**config.mk**
```make
export PLATFORM = sky130hd
export DESIGN_NAME = gcd_arbiter
export DESIGN_NICKNAME = d
export VERILOG_FILES = /design/src/rtl/gcd_arbiter.sv
export SDC_FILE = /design/constraint.sdc
export NUM_CORES = 1
export LEC_CHECK = 0
export ABC_AREA = 1
export ABC_CLOCK_PERIOD_IN_PS = 2580
export CORE_AREA = 5 5 174 176
export DETAILED_ROUTE_END_ITERATION = 7
export DIE_AREA = 0 0 179 181
export PLACE_DENSITY = 0.82
export SLEW_MARGIN = 15
export SYNTH_ARGS = -nofsm -noshare
export SYNTH_HDL_FRONTEND = slang
export SYNTH_SLANG_ARGS = --single-unit
```
**constraint.sdc**
```tcl
create_clock -name clk -period 2.58 [get_ports clk]
set_clock_uncertainty 0.15 [all_clocks]
set_input_delay 0.516 -clock clk [delete_from_list [all_inputs] [get_ports clk]]
set_output_delay 0.516 -clock clk [all_outputs]
set_load 0.01 [all_outputs]
```
**src/rtl/gcd_arbiter.sv**
```systemverilog
// gcd_arbiter: one shared subtractive GCD engine behind a round-robin arbiter.
// NREQ requesters offer operand pairs over valid/ready. One request is in
// flight at a time. Each result goes out on one response channel, tagged
// with the index of the requester that issued it.
//
// Optional feature, enabled by defining GCD_ARB_STEP_CNT_EN:
//   adds the rsp_cycles output, which reports the number of subtraction
//   steps taken for the returned result (saturating at all-ones).

module gcd_arbiter #(
    parameter int WIDTH = 32,
    parameter int NREQ  = 4,
    localparam int IDW  = (NREQ > 1) ? $clog2(NREQ) : 1
) (
    input  logic                  clk,
    input  logic                  rst,
    input  logic [NREQ-1:0]       req_valid,
    output logic [NREQ-1:0]       req_ready,
    input  logic [NREQ*WIDTH-1:0] req_a,
    input  logic [NREQ*WIDTH-1:0] req_b,
    output logic                  rsp_valid,
    input  logic                  rsp_ready,
    output logic [WIDTH-1:0]      rsp_gcd,
    output logic [IDW-1:0]        rsp_id,
`ifdef GCD_ARB_STEP_CNT_EN
    output logic [WIDTH-1:0]      rsp_cycles,
`endif
    output logic                  busy
);

    typedef enum logic [1:0] {
        ST_IDLE = 2'd0,
        ST_CALC = 2'd1,
        ST_DONE = 2'd2
    } state_t;

    state_t state_reg;
    state_t state_next;

    // Datapath and arbitration state
    logic [WIDTH-1:0] x_reg;
    logic [WIDTH-1:0] y_reg;
    logic [WIDTH-1:0] result_reg;
    logic [IDW-1:0]   id_reg;
    logic [IDW-1:0]   ptr_reg;

    // Per-requester operand views, unpacked from the flat buses
    logic [WIDTH-1:0] a_arr [NREQ];
    logic [WIDTH-1:0] b_arr [NREQ];

    // Round-robin search helpers
    logic [NREQ-1:0]  ptr_mask;
    logic [NREQ-1:0]  masked_valid;
    logic [NREQ-1:0]  grant_onehot;
    logic [IDW-1:0]   grant_idx;
    logic [IDW-1:0]   ptr_next;
    logic             any_valid;
    logic             grant_fire;

    // CALC step decode
    logic             calc_end;
    logic             x_gt_y;
    logic [WIDTH-1:0] calc_result;

    genvar gi;

    // Split the packed operand buses into one slot per requester
    generate
        for (gi = 0; gi < NREQ; gi++) begin : g_unpack
            assign a_arr[gi] = req_a[gi*WIDTH +: WIDTH];
            assign b_arr[gi] = req_b[gi*WIDTH +: WIDTH];
        end
    endgenerate

    // Mask of requesters at or above the pointer: the "upper" search window
    generate
        for (gi = 0; gi < NREQ; gi++) begin : g_mask
            assign ptr_mask[gi] = (IDW'(gi) >= ptr_reg);
        end
    endgenerate

    assign masked_valid = req_valid & ptr_mask;
    assign any_valid    = |req_valid;

    // Priority pick: lowest valid index at/above ptr, else lowest valid
    // overall (the wrap-around case). The second loop overrides the first
    // whenever the upper window has any candidate.
    always_comb begin
        grant_idx = '0;
        for (int i = NREQ - 1; i >= 0; i--) begin
            if (req_valid[i]) begin
                grant_idx = IDW'(i);
            end
        end
        for (int i = NREQ - 1; i >= 0; i--) begin
            if (masked_valid[i]) begin
                grant_idx = IDW'(i);
            end
        end
    end

    // One-hot form of the chosen index
    generate
        for (gi = 0; gi < NREQ; gi++) begin : g_onehot
            assign grant_onehot[gi] = (grant_idx == IDW'(gi));
        end
    endgenerate

    // The requester just served moves to lowest priority
    assign ptr_next = (grant_idx == IDW'(NREQ - 1)) ? '0 : grant_idx + IDW'(1);

    // A grant is only issued from IDLE and never while reset is asserted
    assign grant_fire = (state_reg == ST_IDLE) && !rst && any_valid;

    assign calc_end    = (x_reg == y_reg) || (x_reg == '0) || (y_reg == '0);
    assign x_gt_y      = (x_reg > y_reg);
    assign calc_result = (x_reg == '0) ? y_reg : x_reg;

    // State register
    always_ff @(posedge clk) begin
        if (rst) begin
            state_reg <= ST_IDLE;
        end else begin
            state_reg <= state_next;
        end
    end

    // Next-state and handshake outputs
    always_comb begin
        state_next = state_reg;
        req_ready  = '0;
        rsp_valid  = 1'b0;
        busy       = 1'b1;
        case (state_reg)
            ST_IDLE: begin
                busy = 1'b0;
                if (grant_fire) begin
                    req_ready  = grant_onehot;
                    state_next = ST_CALC;
                end
            end
            ST_CALC: begin
                if (calc_end) begin
                    state_next = ST_DONE;
                end
            end
            ST_DONE: begin
                rsp_valid = 1'b1;
                if (rsp_ready) begin
                    state_next = ST_IDLE;
                end
            end
            default: begin
                state_next = ST_IDLE;
            end
        endcase
    end

    // Operand capture, subtraction steps, result and round-robin pointer
    always_ff @(posedge clk) begin
        if (rst) begin
            x_reg      <= '0;
            y_reg      <= '0;
            result_reg <= '0;
            id_reg     <= '0;
            ptr_reg    <= '0;
        end else begin
            if (grant_fire) begin
                x_reg   <= a_arr[grant_idx];
                y_reg   <= b_arr[grant_idx];
                id_reg  <= grant_idx;
                ptr_reg <= ptr_next;
            end else if (state_reg == ST_CALC) begin
                if (calc_end) begin
                    result_reg <= calc_result;
                end else if (x_gt_y) begin
                    x_reg <= x_reg - y_reg;
                end else begin
                    y_reg <= y_reg - x_reg;
                end
            end
        end
    end

    assign rsp_gcd = result_reg;
    assign rsp_id  = id_reg;

`ifdef GCD_ARB_STEP_CNT_EN
    logic [WIDTH-1:0] cnt_reg;

    // Step counter: clears on grant, counts subtracting CALC cycles, saturates
    always_ff @(posedge clk) begin
        if (rst) begin
            cnt_reg <= '0;
        end else if (grant_fire) begin
            cnt_reg <= '0;
        end else if ((state_reg == ST_CALC) && !calc_end && (cnt_reg != '1)) begin
            cnt_reg <= cnt_reg + WIDTH'(1);
        end
    end

    assign rsp_cycles = cnt_reg;
`endif

endmodule

```
* Word-level counts from Yosys, hierarchy flattened *
Index checks and enable logic that the tools add are counted.

cells by class
  order comparisons = 6
  bitwise operators = 3
  add/sub/neg operators = 3
  reductions and logical operators = 16
  mux-type cells = 32
  equality and inequality tests = 11

operators by type and width
  operator             count
  $mux 32              13
  $bmux 32 s2          2
  $logic_not 32->1     2
  $sub 32x32->32       2
  $eq 32x32->1         1
  $gt 32x32->1         1
  $mux 2               12
  $reduce_and 3->1     4
  $ne 2x2->1 const B   5
  $mux 4               2
  $eq 2x2->1 const B   3
  $pmux 2 s3           1
  $and 4x4->4          1
  $eq 2x1->1 const B   2
  $ge 1x2->1 const A   2
  $ge 2x2->1 const A   2
  $logic_not 2->1      2
  $reduce_bool 2->1    2
  $reduce_or 4->1      1
  $ge 3x3->1 const B   1
  $not 2->3            1
  $add 2x1->2 const B  1
  $logic_and 1x1->1    2
  $logic_or 1x1->1     2
  3 further kinds      4

storage, ports and cells
  bits in registers = 102
  word-level logic and storage cells = 77
  output and inout port bits = 40

* Depth between registers and ports, before layout *
  depth in word-level cells = 13
  mapped depth = 20
  mapped depth without buffers = 18

* Least setup slack after synthesis *
No wires, ideal clock.

  path kind = register to register
  from = register x_reg[0]
  to = register y_reg[6]
  slack = 56 ps
  clock period less this slack = 2524 ps
  stages on the path, launching flop included = 20
  data arrival time = 2262 ps
  data required time = 2318 ps
  buffers on the path = 2
  library setup time = 112 ps
  cell sequence = dfxtp_1 -> inv_1 -> ha_1 -> fa_1 -> inv_1 -> nand3_1 -> nand2_2 -> nand2_1 -> nand2_2 -> nand2_2 -> nand2_2 -> nand2_2 -> nand2_4 -> nand2_2 -> nand2_4 -> nand2_2 -> buf_6 -> buf_6 -> nor2_2 -> nor2_1

on the way
  longest elaborated chain between the ends = 5
  elaborated cells on any way between the ends = 13
  classes of those cells = add/sub: 1; order compare: 1; eq/ne: 3; mux: 4; reduce/logical: 4

ends and longest elaborated chain
  what                                                RTL line  text
  from (decl)                                         41        logic [WIDTH-1:0] x_reg;
  from (signal assigned)                              169       x_reg <= a_arr[grant_idx];
  from (signal assigned)                              177       x_reg <= x_reg - y_reg;
  $sub 32x32->32 (tied with other cells)              179       y_reg <= y_reg - x_reg;
  $mux 32 / $logic_or 1x1->1 (equally long branches)  176, 115
  $mux 32 / $logic_or 1x1->1 (equally long branches)  174, 115
  $mux 32 / $ne 2x2->1 (equally long branches)        n/a
  $mux 32 / $reduce_and 3->1 (equally long branches)  n/a
  to (signal assigned)                                170       y_reg <= b_arr[grant_idx];
  to (signal assigned)                                179
  to (decl)                                           42        logic [WIDTH-1:0] y_reg;

Parallel ways exist; a longest one is shown, timed or not. The select of a mux whose other input is x is not followed.
A chain may end at the register's enable or synchronous reset.

* Final worst setup path *
  from = register x_reg[0]
  to = register y_reg[14]

The elaborated chain is that of the path after synthesis.

==> results.yml <==
grt:
  first_global_vias: 15900
  antenna_found_initial: 3
  track_usage_pct: 34.1
  grt_pass1_wl_um: 86400
  gr-total-overflow: 0
  grt_max_degree: 70
timing:
  holdWs_ns: 0.345
  finalSetupViolCount: 4
  slew_viol_final: 0
  hold_violations: 0
  worstMarginPinSlew_ns: 0.605
  relSlewSlack_pct: 59.6
  timing.final.ws_setup_ns: -0.0169
  finalCritPeriodShare_pct: 101
  fmax_mhz: 385
  fin_crit_ns: 2.60
  grt_setup_unrepaired: "yes"
detailed_routing:
  drt_wl_total_um: 58800
  vias: 17000
  drc: 0
  wl_per_cell_um: 18.1
  drt-vias-per-instance: 5.21
  ant_nets: 0
  drt_iter0_drc: 1543
  firstDrtPassIters: 5
floorplanning:
  io_pins: 303
  die_area_um2: 32400
  dieWidth_um: 179
  start_util_pct: 44.3
  core_area_um2: 28500
  rows: 62
  fp.dieH_um: 181
min_path:
  hold-path-cell-count: 2
  hp-class: "reg -> reg"
placed_design:
  gp_congestion: 1.00
  port_buffers: 302
  place_inst: 3214
  post-dp-hpwl_um: 46700
  pre_cts_slack_ns: -0.619
pwr:
  p_leak_nw: 10.0
  p_int_mw: 11.4
  irDropWorstVdd_uv: 642
  cellPowerDensity_nw_per_um2: 1410
  p_comb_share_pct: 84.9
  switching_share_pct: 56.7
  power_switching_mw: 15.0
  pwr-share-seq_pct: 8.8
  p_clk_share_pct: 6.2
worst_setup_path:
  crit_path_end_kind: "register"
  crit_required_ns: 2.70
  critPathMaxStageDelay_ns: 0.40
  worst-path-max-fanout: 10
  slowest_stage: "fa_2"
  path_cells: "inv_2 -> ha_4 -> fa_2 -> inv_2 -> nand3_4 -> nand2_4 -> nand2_4 -> nand2_4 -> nand2_4 -> nand2_4 -> nand2_4 -> nand2_4 -> nand2_4 -> nand2_4 -> nand2_8 -> clkbuf_16 -> nor2_2 -> nor2_2"
  reg2reg_slack_ns: -0.02
  cp.arrival_ns: 2.72
  worstRegToRegCells: 18
  path_class: "reg -> reg"
  startpoint_type: "register"
  cp_common_cell: "nand2_4"
clock_tree:
  clk-insertion-delay-late_ns: 0.38
  postCtsHoldBufs: 0
  cts_buffers: 9
  clockBufferDepth: 2
  htreeDepth: 3
  clk_pin_slew_ns: 0.09
  cts_tree: "yes"
  cts-root-buf: "clkbuf_16"
  numClockSinks: 102
yosys:
  ys_warn_count: 0
  synth_edf_count: 0
  synth.yosys.seq_area_share_pct: 16.2
  yosysTopAreaCell: "nand2_1"
  synth_area_um2: 12600
  ys_ff_latch: 102
  syn_inst: 2407
  synth_area_leaders: "nand2_1, dfxtp_1, inv_1, nand3_1, ha_1"
  synth-main-ff-cell: "dfxtp_1"
  syn-num-nets: 2739
  synth_cell_types: 40
  synth_top_area_share_pct: 29.6
  yosys-top-cells-count: "nand2_1, inv_1, nand3_1"
  avgSynthCellArea_um2: 5.24
  synth_async_sr_flop_share_pct: 0
  yosysMostFrequentCell: "nand2_1"
final_layout:
  synthToLayoutAreaGrowth_pct: 49.0
  multi_input_area_um2: 9220
  seqCellArea_um2: 2050
  drive_above_1_share_pct: 15.9
  nets: 3197
  fin_cells: 3256
  fillers: 2693
outcome:
  violations: "negative setup slack"
  status: "finished, violations left"
flow_run:
  max-cap-violations: 0
[worst max-delay path: cells and delay by family, from the launching register on]
family        cells  cell delay (ns)
fa+ha+maj         2             0.56
flops             1             0.34
simple gates     13             1.04
buf+inv           3             0.37
[placed cells by master (no fill, tap or decap), types with 14 or more instances in the layout]
cell / netlist / layout
inv_1: 385 / 378
nand2_4: 3 / 20
nand3b_1: 57 / 57
nand4_1: 31 / 31
buf_4: 1 / 223
nor2_4: 5 / 14
clkdlybuf4s50_1: 0 / 294
xor2_1: 16 / 16
nand2_1: 995 / 945
dfxtp_1: 102 / 99
o21ai_0: 36 / 36
a31oi_1: 32 / 32
a21oi_1: 97 / 88
nand2_2: 17 / 48
nor2_2: 25 / 47
buf_12: 1 / 14
nor2_1: 164 / 133
clkbuf_16: 0 / 14
ha_1: 67 / 55
nand3_1: 221 / 212
[cells by family after synthesis]
logic type / after synthesis / share of synthesized area [%]
compound gates: 189 / 8.10
fa+ha+maj: 69 / 6.97
xor+xnor: 16 / 1.11
simple gates: 1524 / 51.4
buf+inv: 499 / 15.6
flops: 102 / 16.2
mux: 8 / 0.635
[per-stage QoR]
step                instance area [um^2]  utilization (%)  TNS, ns  power [mW]
finish                             18800             66.0  -0.0325        26.4
global route                       18800             66.0    -2.71        28.5
CTS                                18000             63.1        0        24.1
detailed placement                 17500             61.4   -21.67        22.1
global placement                   17500             61.4   -18.40        21.9
floorplan                          12600                -        0        14.2
[path summary, 6_finish.rpt]
check / from / endpoint
max: x_reg[0]$_SDFFE_PP0P_ / y_reg[14]$_SDFFE_PP0P_
min: rsp_id[0]$_SDFFE_PP0P_ / rsp_id[0]$_SDFFE_PP0P_
max reg2reg: x_reg[0]$_SDFFE_PP0P_ / y_reg[14]$_SDFFE_PP0P_
min reg2reg: rsp_id[0]$_SDFFE_PP0P_ / rsp_id[0]$_SDFFE_PP0P_
[power groups by stage]
| stage | clock network (mW) | registers (mW) | logic, mW |
|---|---|---|---|
| 6_report | 1.64 | 2.33 | 22.4 |
| 5_1_grt | 1.70 | 2.38 | 24.4 |
| 4_1_cts | 1.64 | 2.28 | 20.1 |
| 3_5_place_dp | 0 | 2.31 | 19.8 |
| 3_3_place_gp | 0 | 2.29 | 19.6 |
| 2_1_floorplan | 0 | 2.43 | 11.8 |
[area by class of cell]
class,count,area share (%)
clock inverter,6,0.486
antenna,2,0.0266
clock buffer,10,1.27
inverter,393,7.98
tap,384,2.56
multi-input combinational,1806,49.1
timing repair inverter,1,0.0466
timing repair buffer,552,27.7
sequential,102,10.9
[routing by layer]
metal / vias up / share of wire [%] / track usage (%) / routed length [um]
met5: - / 0 / 0 / 0
met4: 0 / 3.8 / 10.8 / 2260
met3: 129 / 8.5 / 4.29 / 4970
met2: 802 / 46 / 55.7 / 27000
met1: 7716 / 42 / 46.5 / 24600
li1: 8312 / - / - / -
[repair_timing]
action                     4_1_cts  5_1_grt
buffers inserted                 9        6
setup endpoints to repair       77       92
gates resized for setup         42      150
pin swaps                        3       36
gates cloned                     1        8
(Power assumes the default switching activity.)
